File: config.mk
export PLATFORM = sky130hd
export DESIGN_NAME = ifetch_queue
export DESIGN_NICKNAME = d
export VERILOG_FILES = /design/src/rtl/bexkat1_pkg.sv /design/src/rtl/fetch_fifo.sv /design/src/rtl/ifetch_queue.sv
export SDC_FILE = /design/constraint.sdc
export NUM_CORES = 1
export LEC_CHECK = 0
export CAP_MARGIN = 10
export CORE_UTILIZATION = 25
export DETAILED_ROUTE_END_ITERATION = 7
export PLACE_DENSITY_LB_ADDON = 0.15
export SYNTH_ARGS = -nofsm -noshare
export SYNTH_HDL_FRONTEND = slang
export SYNTH_SLANG_ARGS = --single-unit
File: constraint.sdc
create_clock -name clk_i -period 4 [get_ports clk_i]
set_input_delay 0.4 -clock clk_i [delete_from_list [all_inputs] [get_ports clk_i]]
set_output_delay 0.4 -clock clk_i [all_outputs]
set_load 0.01 [all_outputs]
File: src/rtl/bexkat1_pkg.sv
// Shared bexkat1 constants and types: instruction/word widths, the bubble
// encoding and the fetch-state enum.
package bexkat1_pkg;
  localparam int WORD_W = 32;
  localparam int IR_W   = 64;
  localparam logic [IR_W-1:0] IR_NOP = 64'h0;

  typedef enum logic [1:0] {
    F_IDLE  = 2'd0,
    F_REQ   = 2'd1,
    F_FLUSH = 2'd2
  } fetch_state_e;
endpackage

File: src/rtl/fetch_fifo.sv
// Prefetch word queue: DEPTH entries of {word, word address}. It can pop one
// or two words per cycle and has a single-cycle flush.
module fetch_fifo
  import bexkat1_pkg::*;
#(
  parameter int DEPTH = 4
) (
  input  logic                      clk,
  input  logic                      rst_n,
  input  logic                      flush,
  input  logic                      push,
  input  logic [WORD_W-1:0]         push_word,
  input  logic [WORD_W-1:0]         push_adr,
  input  logic                      pop1,
  input  logic                      pop2,
  output logic [WORD_W-1:0]         head_word,
  output logic [WORD_W-1:0]         next_word,
  output logic [WORD_W-1:0]         head_adr,
  output logic [$clog2(DEPTH):0]    count
);
  localparam int AW = $clog2(DEPTH);

  logic [WORD_W-1:0] words [DEPTH];
  logic [WORD_W-1:0] adrs  [DEPTH];
  logic [AW-1:0]     rd_ptr, wr_ptr, rd_nxt;
  logic [AW:0]       npop;

  assign rd_nxt    = rd_ptr + AW'(1);
  assign head_word = words[rd_ptr];
  assign next_word = words[rd_nxt];
  assign head_adr  = adrs[rd_ptr];
  assign npop      = pop2 ? (AW+1)'(2) : (pop1 ? (AW+1)'(1) : (AW+1)'(0));

  always_ff @(posedge clk) begin
    if (push) begin
      words[wr_ptr] <= push_word;
      adrs[wr_ptr]  <= push_adr;
    end
  end

  always_ff @(posedge clk or negedge rst_n) begin
    if (!rst_n) begin
      rd_ptr <= '0;
      wr_ptr <= '0;
      count  <= '0;
    end else if (flush) begin
      rd_ptr <= '0;
      wr_ptr <= '0;
      count  <= '0;
    end else begin
      if (push) wr_ptr <= wr_ptr + AW'(1);
      rd_ptr <= rd_ptr + npop[AW-1:0];
      count  <= count + (AW+1)'(push) - npop;
    end
  end
endmodule

File: src/rtl/ifetch_queue.sv
// bexkat1 decoupled instruction fetch with prefetch queue. The optional
// BEXKAT_FETCH_ERR_EN build adds bus_err / exc_o fault reporting.
module ifetch_queue
  import bexkat1_pkg::*;
#(
  parameter int          DEPTH    = 4,
  parameter logic [31:0] RESET_PC = 32'h0
) (
  input  logic              clk_i,
  input  logic              rst_i,
  input  logic              stall_i,
  input  logic              pc_set,
  input  logic [WORD_W-1:0] pc_in,
  output logic [IR_W-1:0]   ir,
  output logic [WORD_W-1:0] pc,
  output logic [WORD_W-1:0] bus_adr,
  output logic              bus_cyc,
  input  logic              bus_ack,
  input  logic [WORD_W-1:0] bus_in
`ifdef BEXKAT_FETCH_ERR_EN
  ,
  input  logic              bus_err,
  output logic              exc_o
`endif
);
  localparam int CW = $clog2(DEPTH) + 1;

  fetch_state_e      state;
  logic [CW-1:0]     count;
  logic [CW:0]       level;
  logic [WORD_W-1:0] w0, w1, a0, err_adr;
  logic              push, pop1, pop2, room, err_hit, halted, exc_fire;

  assign push = (state == F_REQ) && bus_ack && !pc_set && !err_hit;
  assign pop1 = !pc_set && !stall_i && (count >= CW'(1)) && !w0[0];
  assign pop2 = !pc_set && !stall_i && (count >= CW'(2)) &&  w0[0];
  // Occupancy after this edge decides whether another request may be issued.
  assign level = {1'b0, count} + (CW+1)'(push)
               - (pop2 ? (CW+1)'(2) : (pop1 ? (CW+1)'(1) : (CW+1)'(0)));
  assign room  = level < (CW+1)'(DEPTH);

  fetch_fifo #(.DEPTH(DEPTH)) u_fifo (
    .clk       (clk_i),
    .rst_n     (rst_i),
    .flush     (pc_set),
    .push      (push),
    .push_word (bus_in),
    .push_adr  (bus_adr),
    .pop1      (pop1),
    .pop2      (pop2),
    .head_word (w0),
    .next_word (w1),
    .head_adr  (a0),
    .count     (count)
  );

`ifdef BEXKAT_FETCH_ERR_EN
  logic exc_pend;

  assign err_hit  = (state == F_REQ) && bus_err && !pc_set;
  // Fault is reported only once nothing older can issue.
  assign exc_fire = exc_pend && !pc_set && !stall_i && !pop1 && !pop2;

  always_ff @(posedge clk_i or negedge rst_i) begin
    if (!rst_i) begin
      halted   <= 1'b0;
      exc_pend <= 1'b0;
      err_adr  <= '0;
      exc_o    <= 1'b0;
    end else begin
      exc_o <= exc_fire;
      if (pc_set) begin
        halted   <= 1'b0;
        exc_pend <= 1'b0;
      end else if (err_hit) begin
        halted   <= 1'b1;
        exc_pend <= 1'b1;
        err_adr  <= bus_adr;
      end else if (exc_fire) begin
        exc_pend <= 1'b0;
      end
    end
  end
`else
  assign err_hit  = 1'b0;
  assign halted   = 1'b0;
  assign exc_fire = 1'b0;
  assign err_adr  = RESET_PC;
`endif

  always_ff @(posedge clk_i or negedge rst_i) begin
    if (!rst_i) begin
      state   <= F_IDLE;
      bus_cyc <= 1'b0;
      bus_adr <= RESET_PC;
    end else if (pc_set) begin
      state   <= F_FLUSH;
      bus_cyc <= 1'b0;
      bus_adr <= pc_in;
    end else begin
      case (state)
        F_IDLE: if (room && !halted) begin
          state   <= F_REQ;
          bus_cyc <= 1'b1;
        end
        F_REQ: if (err_hit) begin
          state   <= F_IDLE;
          bus_cyc <= 1'b0;
        end else if (bus_ack) begin
          bus_adr <= bus_adr + 32'd4;
          if (!room) begin
            state   <= F_IDLE;
            bus_cyc <= 1'b0;
          end
        end
        F_FLUSH: begin
          state   <= F_REQ;
          bus_cyc <= 1'b1;
        end
        default: begin
          state   <= F_IDLE;
          bus_cyc <= 1'b0;
        end
      endcase
    end
  end

  always_ff @(posedge clk_i or negedge rst_i) begin
    if (!rst_i) begin
      ir <= IR_NOP;
      pc <= RESET_PC;
    end else if (pc_set) begin
      ir <= IR_NOP;
    end else if (!stall_i) begin
      if (pop1) begin
        ir <= {w0, 32'h0};
        pc <= a0;
      end else if (pop2) begin
        ir <= {w0, w1};
        pc <= a0;
      end else if (exc_fire) begin
        ir <= IR_NOP;
        pc <= err_adr;
      end else begin
        ir <= IR_NOP;
      end
    end
  end
endmodule

# Word level (Yosys, flattened, before mapping)
# Memories as Yosys holds them, arrays and structs flattened.
# Index checks and enable logic that the tools add are counted.
[totals] ram_bits=256 register_bits=138 memories=2 input_bits=69 word_cells=76 out_inout_bits=129
[op_classes] order_cmp=3 add_sub_neg=8 bitwise_logic=2 n_eq_ne=6 n_reduce_logical=18 mux=29
[mem_list] memory="u_fifo.adrs" depth=4 width=32 rd=1 rd_ports_with_merged_regs=0 wr=1 line_no="fetch_fifo.sv:24" text="logic [WORD_W-1:0] adrs [DEPTH];"
[mem_list] memory="u_fifo.words" depth=4 width=32 rd=2 rd_ports_with_merged_regs=0 wr=1 line_no="fetch_fifo.sv:23" text="logic [WORD_W-1:0] words [DEPTH];"
[op_table] operator="64-bit two-way mux" n=4
[op_table] operator="32-bit two-way mux" n=5
[op_table] operator="32-bit by 3-bit adder with 32-bit output (second input constant)" n=1
[op_table] operator="2-bit two-way mux" n=8
[op_table] operator="3-bit != test (second input constant)" n=3
[op_table] operator="1-bit two-way mux" n=8
[op_table] operator="2-bit nonzero test" n=4
[op_table] operator="1-bit logical AND" n=7
[op_table] operator="3-bit two-way mux" n=2
[op_table] operator="2-bit case mux with 3 select lines" n=1
[op_table] operator="3-bit AND reduction" n=2
[op_table] operator="2-bit by 1-bit adder with 2-bit output (second input constant)" n=2
[op_table] operator="3-bit by 1-bit adder with 4-bit output" n=1
[op_table] operator="4-bit by 3-bit less-than comparator with 1-bit output (second input constant)" n=1
[op_table] operator="4-bit by 2-bit subtractor with 4-bit output" n=1
[op_table] operator="3-bit by 1-bit adder with 3-bit output" n=1
[op_table] operator="3-bit by 1-bit >= comparator with 1-bit output (second input constant)" n=1
[op_table] operator="3-bit by 2-bit >= comparator with 1-bit output (second input constant)" n=1
[op_table] operator="1-bit logical NOT" n=3
[op_table] operator="1-bit case mux with 3 select lines" n=1
[op_table] operator="3-bit subtractor" n=1
[op_table] operator="2-bit adder" n=1
[op_table] operator="2-bit by 1-bit == test with 1-bit output (second input constant)" n=1
[op_table] operator="2-bit == test (second input constant)" n=1
[op_table] operator="other kinds (4)" n=5

# Logic depth before layout (Yosys ltp)
# Gate-level depths: netlist (run 1).
[logic_depth] ltp_word=12 ltp_mapped=10 mapped_depth_nobuf=9

# Hierarchy
# A second synthesis (run 1) with hierarchy kept.
[unflattened] hier_cells=875 hier_area_um2=16031.6
[modules_own_cells] module="fetch_fifo" cells_per_inst=413 area_per_inst_um2=10447.5 n_inst=1 seq_area_each_um2=7862.5
[modules_own_cells] module="ifetch_queue" cells_per_inst=462 area_per_inst_um2=5584.1 n_inst=1 seq_area_each_um2=3253.1

# Worst setup path after synthesis (run 1)
# No wires, ideal clock.
[synth_timing] path_kind="register to register" from="reg state[0]" to="mem u_fifo.adrs[0][0] (enable)" period_less_slack_ns=3.002 stages_incl_launch_ff=4 setup_slack_ns=0.998 t_arrival_ns=2.573 setup_time_ns=0.429 t_required_ns=3.571 n_path_buf=1 cell_sequence="dfrtp_1 > and3b_1 > clkbuf_1 > and3_1"
[synth_between] elab_chain_len=5
[synth_rtl] item="start, declared" line_no="ifetch_queue.sv:28" text="fetch_state_e state;"
[synth_rtl] item="start signal, assigned" line_no="ifetch_queue.sv:93" text="state <= F_IDLE;"
[synth_rtl] item="start signal, assigned" line_no="ifetch_queue.sv:97" text="state <= F_FLUSH;"
[synth_rtl] item="start signal, assigned" line_no="ifetch_queue.sv:103" text="state <= F_REQ;"
[synth_rtl] item="2-bit by 1-bit == test with 1-bit output" line_no="ifetch_queue.sv:34" text="assign push = (state == F_REQ) && bus_ack && !pc_set && !err_hit;"
[synth_rtl] item="1-bit logical AND (2 in a row)" line_no="ifetch_queue.sv:34"
[synth_rtl] item="1-bit two-way mux" line_no="fetch_fifo.sv:35" text="if (push) begin"
[synth_rtl] item="1-bit two-way mux (implied by the code)" line_no="fetch_fifo.sv:37" text="adrs[wr_ptr] <= push_adr;"
[synth_rtl] item="end, declared" line_no="fetch_fifo.sv:24"
# No other way between the ends.

# Final worst setup path (run 1)
[layout_timing] from="reg u_fifo.rd_ptr[1]" to="reg state[0]"
[layout_between] elab_chain_len=9 word_cells_on_any_way=11 classes_between="1 x add/sub; 1 x order compare; 2 x eq/ne; 2 x mux; 4 x reduce/logical; 1 x memory"
[layout_rtl] item="start, declared" line_no="fetch_fifo.sv:25" text="logic [AW-1:0] rd_ptr, wr_ptr, rd_nxt;"
[layout_rtl] item="start signal, assigned" line_no="fetch_fifo.sv:52" text="rd_ptr <= rd_ptr + npop[AW-1:0];"
[layout_rtl] item="memory 4 x 32 bit *"
[layout_rtl] item="1-bit logical NOT" line_no="ifetch_queue.sv:35" text="assign pop1 = !pc_set && !stall_i && (count >= CW'(1)) && !w0[0];"
[layout_rtl] item="1-bit logical AND" line_no="ifetch_queue.sv:35"
[layout_rtl] item="1-bit two-way mux" line_no="ifetch_queue.sv:39" text="- (pop2 ? (CW+1)'(2) : (pop1 ? (CW+1)'(1) : (CW+1)'(0)));"
[layout_rtl] item="2-bit two-way mux *" line_no="ifetch_queue.sv:39"
[layout_rtl] item="4-bit by 2-bit subtractor with 4-bit output *" line_no="ifetch_queue.sv:39"
[layout_rtl] item="4-bit by 3-bit less-than comparator with 1-bit output *" line_no="ifetch_queue.sv:40" text="assign room = level < (CW+1)'(DEPTH);"
[layout_rtl] item="3-bit != test (no line)"
[layout_rtl] item="3-bit AND reduction (no line) *"
# Mark *: on every way between the ends. The rest lies on a longest branch, timed or not.
# A chain may end at the register's enable or synchronous reset.

==> metrics.md, run 1 <==
| Metric | Value |
|---|---|
| GR Util met2 | about 20% |
| Total CTS buffers | 47 |
| CORE AREA | roughly 63000 um^2 |
| CP Launch Type | flop |
| Normalized max-slew margin | 29.82% |
| H-tree depth | 2 |
| Routed vias | approximately 9000 |
| Starting density of the core | between 20 and 30% |
| # hold bufs at CTS | 1 |
| GRT met1 Usage | 18.33% |
| CTS clk-pin slew, worst paths | 60 ps |
| DR WL/cell | about 21 um |
| Worst vdd ir | 0.0002477 V |
| Data required time of the worst path | 4460 ps |
| CTS tree | built |
| Max capacitance violation total | 0 |
| CP Capture Type | flop |
| Slew @ Worst Pin | 1053 ps |
| Share of layout cells above drive strength 1 | approximately a fifth |
| Post-synth top area share | 48.19% |
| Grt ovf | 0 |
| Ys flop type | edfxtp_1 |
| Initial antenna violation count | 2 |
| First-pass GRT wire length | slightly above 60000 um |
| I/O Pins | 198 |
| Crit path DAT | around 3400 ps |
| Cell Pwr Density | 515.8 nW/um^2 |
| Die area | 64830 um^2 |
| DP Worst Slack | 959.0 ps |
| Status | finished clean |
| Worst hold slack | 396.3 ps |
| Final WL | 41730 um |
| Crit path max fanout | 25 |
| Setup WS post-layout | 1016 ps |
| Synthesis-to-finish area growth | 28.19% |
| First DRT Iteration DRCs | between 400 and 500 |
| Final setup vio count | 0 |
| Pleak | about 7 nW |
| Max Root-Sink Buffers | 3 |
| Final Max Tran Viols | 0 |
| FFs w/ async S/R, synth | 34.86% |
| Die X | 254.6 um |
| Pre-antenna DRT Iters | 4 |
| Largest net degree at the start of global routing | 98 |
| Final period util | 74.60% |
| TNS Setup | 0 ps |
| HPWL Detailed | 26580 um |
| Max frequency | roughly 340 MHz |
| GPL Wtd Cong | 0.7193 |
| Number of global-route vias before repair | 9463 |
| YS warnings | 0 |
| # DRC | 0 |
| Worst-case clock skew | 11.73 ps |
| CTS Root Cell | clkbuf_16 |
| Synthesized instance count | 919 |
| Mapped cell area | 15950 um^2 |
| Fin crit period | 2984 ps |
| Met3 Track Usage GR | 2.705% |
| Row count | 92 |
| Mapped Avg Cell Area | ~17 um^2 |
| Setup Buffers After CTS | 0 |
| Synth cell types | 48 |
| Final ANT Viol Nets | 0 |
| GRT Total Usage | 12.93% |
| Top cells by area, synth | edfxtp_1, dfrtp_1, mux4_2 |
| Top post-synthesis cells by count | edfxtp_1, dfrtp_1, mux4_2 |
| Die H | 254.6 um |
| Via density per instance | 4.445 |
| TritonCTS Sinks | 393 |
| Diodes inserted | 0 |
| Crit path kind | flop to flop |
| Post-synthesis sequential area ratio | 69.68% |
| Post-synth EDFFs | ~260 |
| Most common cell in the synthesized netlist | edfxtp_1 |
| Later-pin clock latency in the skew report | approximately 570 ps |
| Post-Syn Nets | 1000 |
| Worst Hold Class | input pin to flop |
| Post-CTS sizing | 0 |
| Leading area contributor after synthesis | edfxtp_1 |
| Final hold violations | 0 |
| Most Crowded Layer GR | met2 |
| IO buf count | slightly below 200 |
| RSZ-0062 raised after global routing | no |
| Nets | 1212 |
| Yosys reg bits | 393 |
-- worst max-delay path, stage by stage, from the launching register on --
cell and delay, ps:
dfrtp_4 690, mux4_2 420, nor4_1 400, ha_1 180, inv_1 40, ha_1 210, fa_1 420, nor3_1 210
a31oi_1 70, a221oi_1 250
-- final timing paths --
check,startpoint,end,slack [ps],cells past startpoint
worst min-delay path,pc_set,ir[27]$_DFFE_PN0P_,400,4
worst max-delay path,u_fifo.rd_ptr[1]$_DFF_PN0_,state[0]$_DFFE_PN0P_,1020,9
max in group asynchronous,rst_i,bus_adr[11]$_DFFE_PN0P_,2680,3
worst max register to register,u_fifo.rd_ptr[1]$_DFF_PN0_,state[0]$_DFFE_PN0P_,1020,9
worst min register to register,ir[21]$_DFFE_PN0P_,ir[21]$_DFFE_PN0P_,480,2
min in group asynchronous,rst_i,ir[6]$_DFFE_PN0P_,420,2
-- per-layer routing --
layer  vias to the layer above  part of all wire (%)
met5                         -                 0.067
met4                         4                   1.7
met3                        58                   5.2
met2                       212                    46
met1                      4643                    48
li1                       4044                     -
-- flip-flops by register name, indices dropped and copies added, names as in the netlist --
register / flops
u_fifo.adrs: 128
u_fifo.words: 128
ir: 64
bus_adr: 32
pc: 32
u_fifo.count: 3
state: 2
u_fifo.rd_ptr: 2
u_fifo.wr_ptr: 2
-- kinds of logic after synthesis --
family | synth area share [%]
buffers and inverters | 2.518
flip-flops | 69.68
adder cells (fa/ha/maj) | 0.9882
XOR/XNOR | 0.9882
AND/OR/NAND/NOR | 4.918
multiplexers | 16.08
AO/OA/AOI/OAI | 4.831
-- metrics by stage --
| stage | cells | area [um^2] | util, % | power [mW] |
|---|---|---|---|---|
| after detailed placement | 1927 | 18980 | 30.10 | 6.646 |
| after global placement | 1927 | 18980 | 30.10 | 6.645 |
| after CTS | 2016 | 20450 | 32.42 | 10.76 |
| after global routing | 2016 | 20450 | 32.42 | 11.02 |
| after floorplan | 919 | 15950 | - | 5.688 |
| final | 2016 | 20450 | 32.42 | 10.55 |
-- layout make-up --
cell class | instances | area [um^2]
Tap cell | 846 | 1059
Inverter | 42 | 157.7
Clock buffer | 76 | 1376
Multi-Input combinational cell | 429 | 4464
Sequential cell | 393 | 11120
Timing Repair Buffer | 218 | 2191
Fill cell | 6216 | 42630
Clock inverter | 12 | 78.83
-- where the power goes --
group	switching, mW	internal (mW)
Sequential	0.307	4.66
Combinational	0.656	0.900
Clock	1.67	2.35
-- cells in the final DEF (no fill, tap or decap), types with 3 or more instances in the layout --
cell type,count
buf_12,5
nor3_1,7
nand4_1,11
xor2_1,5
edfxtp_1,256
clkinv_2,4
a21oi_1,3
nor2b_1,3
o31ai_1,9
or4_1,12
a22o_1,31
dfrtp_1,135
clkbuf_16,48
or3_1,4
ha_1,11
clkinvlp_4,3
nor2_1,21
inv_1,41
nand2_1,59
and3_4,4
mux4_2,95
nand3_1,10
clkbuf_8,7
mux2_2,36
clkinv_1,4
nor4_1,5
clkbuf_1,21
clkdlybuf4s50_1,195
o21ai_0,47
buf_4,15
xnor2_1,13
a31oi_1,14
Power figures use the tool's default switching activity.
==> run 2, diff against run 1 <==
clock period = 3 ns   (was 4 ns; I/O delays follow)
==> run 2 against run 1 <==
- total power is 37% higher
- clock skew is 12 ps higher
- critical path depth stayed put
- critical path type unchanged
- highest routed layer unchanged
==> metrics.md, run 2 (same netlist as run 1, synthesis figures left out) <==
| Metric | Value |
|---|---|
| Status | finished clean |
| Starting density of the core | 25.29% (unchanged) |
| Slowest cell on crit path | mux4_2 |
| GPL Wtd Cong | 0.7146 (-0.65%) |
| CP Launch Type | flop |
| Die H | 254.6 um (unchanged) |
| Worst vdd ir | 0.0003414 V (+38%) |
| Met3 Track Usage GR | 2.909% (+0.20 points) |
| DR WL/cell | 20.44 um (-1.2%) |
| Initial antenna violation count | 2 (unchanged) |
| GRT Total Usage | 13.07% (+0.14 points) |
| Worst-case clock skew | 23.87 ps (+12.13 ps) |
| CP Capture Type | flop |
| Normalized max-slew margin | 45.17% (+15 points) |
| Number of global-route vias before repair | 9602 (+1.5%) |
| H-tree depth | 2 (unchanged) |
| Data required time of the worst path | 3450 ps (-1010 ps) |
| Cell Pwr Density | 694.7 nW/um^2 (+35%) |
| Placed Cells | 1944 (+0.88%) |
| CTS Root Cell | clkbuf_16 |
| Commonest non-fill, non-tap cells in the layout | edfxtp_1, clkdlybuf4s50_1, dfrtp_1, mux4_2, nand2_1 |
| Pre-antenna DRT Iters | 4 (unchanged) |
| Diodes inserted | 0 (unchanged) |
| Fin crit period | 2769 ps (-215.3 ps) |
| Crit path kind | flop to flop |
| Final hold violations | 0 (unchanged) |
| Die area | 64830 um^2 (unchanged) |
| Pleak | 7.231 nW (+2.6%) |
| Max frequency | 361.2 MHz (+7.8%) |
| Worst Hold Class | input pin to async pin |
| CP max stage delay | 550 ps (-140 ps) |
| I/O Pins | 198 (unchanged) |
| Final non-filler cell total | 2033 (+0.84%) |
| Multi-input logic area | 4471 um^2 (+0.14%) |
| Commonest non-fill, non-tap cell in the layout | edfxtp_1 |
| TritonCTS Sinks | 393 (unchanged) |
| Total CTS buffers | 48 (+2.1%) |
| Grt ovf | 0 (unchanged) |
| First DRT Iteration DRCs | 468 (+5.2%) |
| Largest net degree at the start of global routing | 98 (unchanged) |
| Final Max Tran Viols | 0 (unchanged) |
| Crit path max fanout | 3 (-88%) |
| IO buf count | 197 (unchanged) |
| Largest regs | u_fifo.adrs: 128 flops, u_fifo.words: 128 flops, ir: 64 flops |
| Via density per instance | 4.435 (-0.23%) |
| Setup WS post-layout | 231.1 ps (-784.7 ps) |
| GR Util met2 | 20.66% (+0.56 points) |
| GRT met1 Usage | 18.07% (-0.26 points) |
| Final setup vio count | 0 (unchanged) |
| DP Worst Slack | 143.7 ps (-815.3 ps) |
| Final period util | 92.30% (+18 points) |
| Row count | 92 (unchanged) |
| Synthesis-to-finish area growth | 30.42% |
| Max capacitance violation total | 0 (unchanged) |
| Die X | 254.6 um (unchanged) |
| First-pass GRT wire length | 62820 um (+0.94%) |
| HPWL Detailed | 26170 um (-1.5%) |
| Max Root-Sink Buffers | 3 (unchanged) |
| Later-pin clock latency in the skew report | 570 ps (about the same) |
| Final ANT Viol Nets | 0 (unchanged) |
| Fill cell count | 6191 (-0.40%) |
| Register area | 11120 um^2 (unchanged) |
| Setup Buffers After CTS | 0 (unchanged) |
| Most Crowded Layer GR | met2 |
| Largest delay share family, worst path | adder cells |
| RSZ-0062 raised after global routing | no |
| Crit path DAT | 3220 ps (-220 ps) |
| CTS tree | built |
| Nets | 1230 (+1.5%) |
| TNS Setup | 0 ps (unchanged) |
| Crit path cell chain | mux4_2, nor4_2, ha_1, inv_1, ha_1, fa_1, nor3_1, a31oi_1, a221oi_1 |
| Routed vias | 9016 (+0.61%) |
| CORE AREA | 63080 um^2 (unchanged) |
| CTS clk-pin slew, worst paths | 60 ps (about the same) |
| Share of layout cells above drive strength 1 | 21.82% (+1.8 points) |
| CP bufs+invs | 1 (unchanged) |
| Crit path top cell by count | ha_1 |
| Final WL | 41560 um (-0.39%) |
| Slew @ Worst Pin | 822.5 ps (-230.3 ps) |
| # DRC | 0 (unchanged) |
## run 2: final cells by class
class	count	share of cell area [%]
Tap cell	846	5.088
Multi-Input combinational cell	429	21.49
Timing Repair Buffer	235	11.56
Clock inverter	14	0.7157
Clock buffer	74	6.922
Inverter	42	0.7578
Sequential cell	393	53.46
## run 2: path summary, 6_finish.rpt
| kind | start | end | slack (ps) | cells after the start |
|---|---|---|---|---|
| worst min register to register | ir[5]$_DFFE_PN0P_ | ir[5]$_DFFE_PN0P_ | 480 | 2 |
| worst min-delay path | rst_i | ir[38]$_DFFE_PN0P_ | 260 | 2 |
| worst max-delay path | u_fifo.rd_ptr[0]$_DFF_PN0_ | state[0]$_DFFE_PN0P_ | 230 | 9 |
| max in group asynchronous | rst_i | ir[54]$_DFFE_PN0P_ | 1870 | 3 |
| worst max register to register | u_fifo.rd_ptr[0]$_DFF_PN0_ | state[0]$_DFFE_PN0P_ | 230 | 9 |
| min in group clk_i | pc_in[16] | bus_adr[16]$_DFFE_PN0P_ | 290 | 3 |
## run 2: stage by stage
step / power, mW / cell area, um^2 / hold slack, ps / utilization [%]
global placement: 8.828 / 19200 / 312.6 / 30.44
floorplan: 7.582 / 15960 / 4.409 / -
global route: 15.11 / 20810 / 278.7 / 32.98
CTS: 14.74 / 20800 / 228.5 / 32.97
detailed placement: 8.838 / 19200 / 319.0 / 30.44
finish: 14.45 / 20810 / 264.9 / 32.98
## run 2: repair_timing
item	in CTS	in global routing
endpoints found under the hold margin	46	0
endpoints found under the setup margin	0	1
resized for setup	0	1
hold buffers	1	0
## run 2: where the power goes
group / total, mW / internal [mW] / switching, mW
sequential: 6.57 / 6.21 / 0.362
clock: 5.78 / 3.54 / 2.24
combinational: 2.10 / 1.22 / 0.886
## run 2: metal layers
layer	wire (um)	up-vias
met5	31	-
met4	657	4
met3	2106	44
met2	19380	205
met1	19390	4686
li1	-	4077
## run 2: worst register-to-register path: stages, from the launching register on
cell	delay [ps]
dfrtp_4	430
mux4_2	550
nor4_2	310
ha_1	170
inv_1	40
ha_1	210
fa_1	420
nor3_1	210
a31oi_1	70
a221oi_1	240
==> run 3, diff against run 2 <==
GPL_ROUTABILITY_DRIVEN = 0   (was not set)
==> results of run 3 <==
The final DEF is identical to that of run 2; final timing and power are the same.
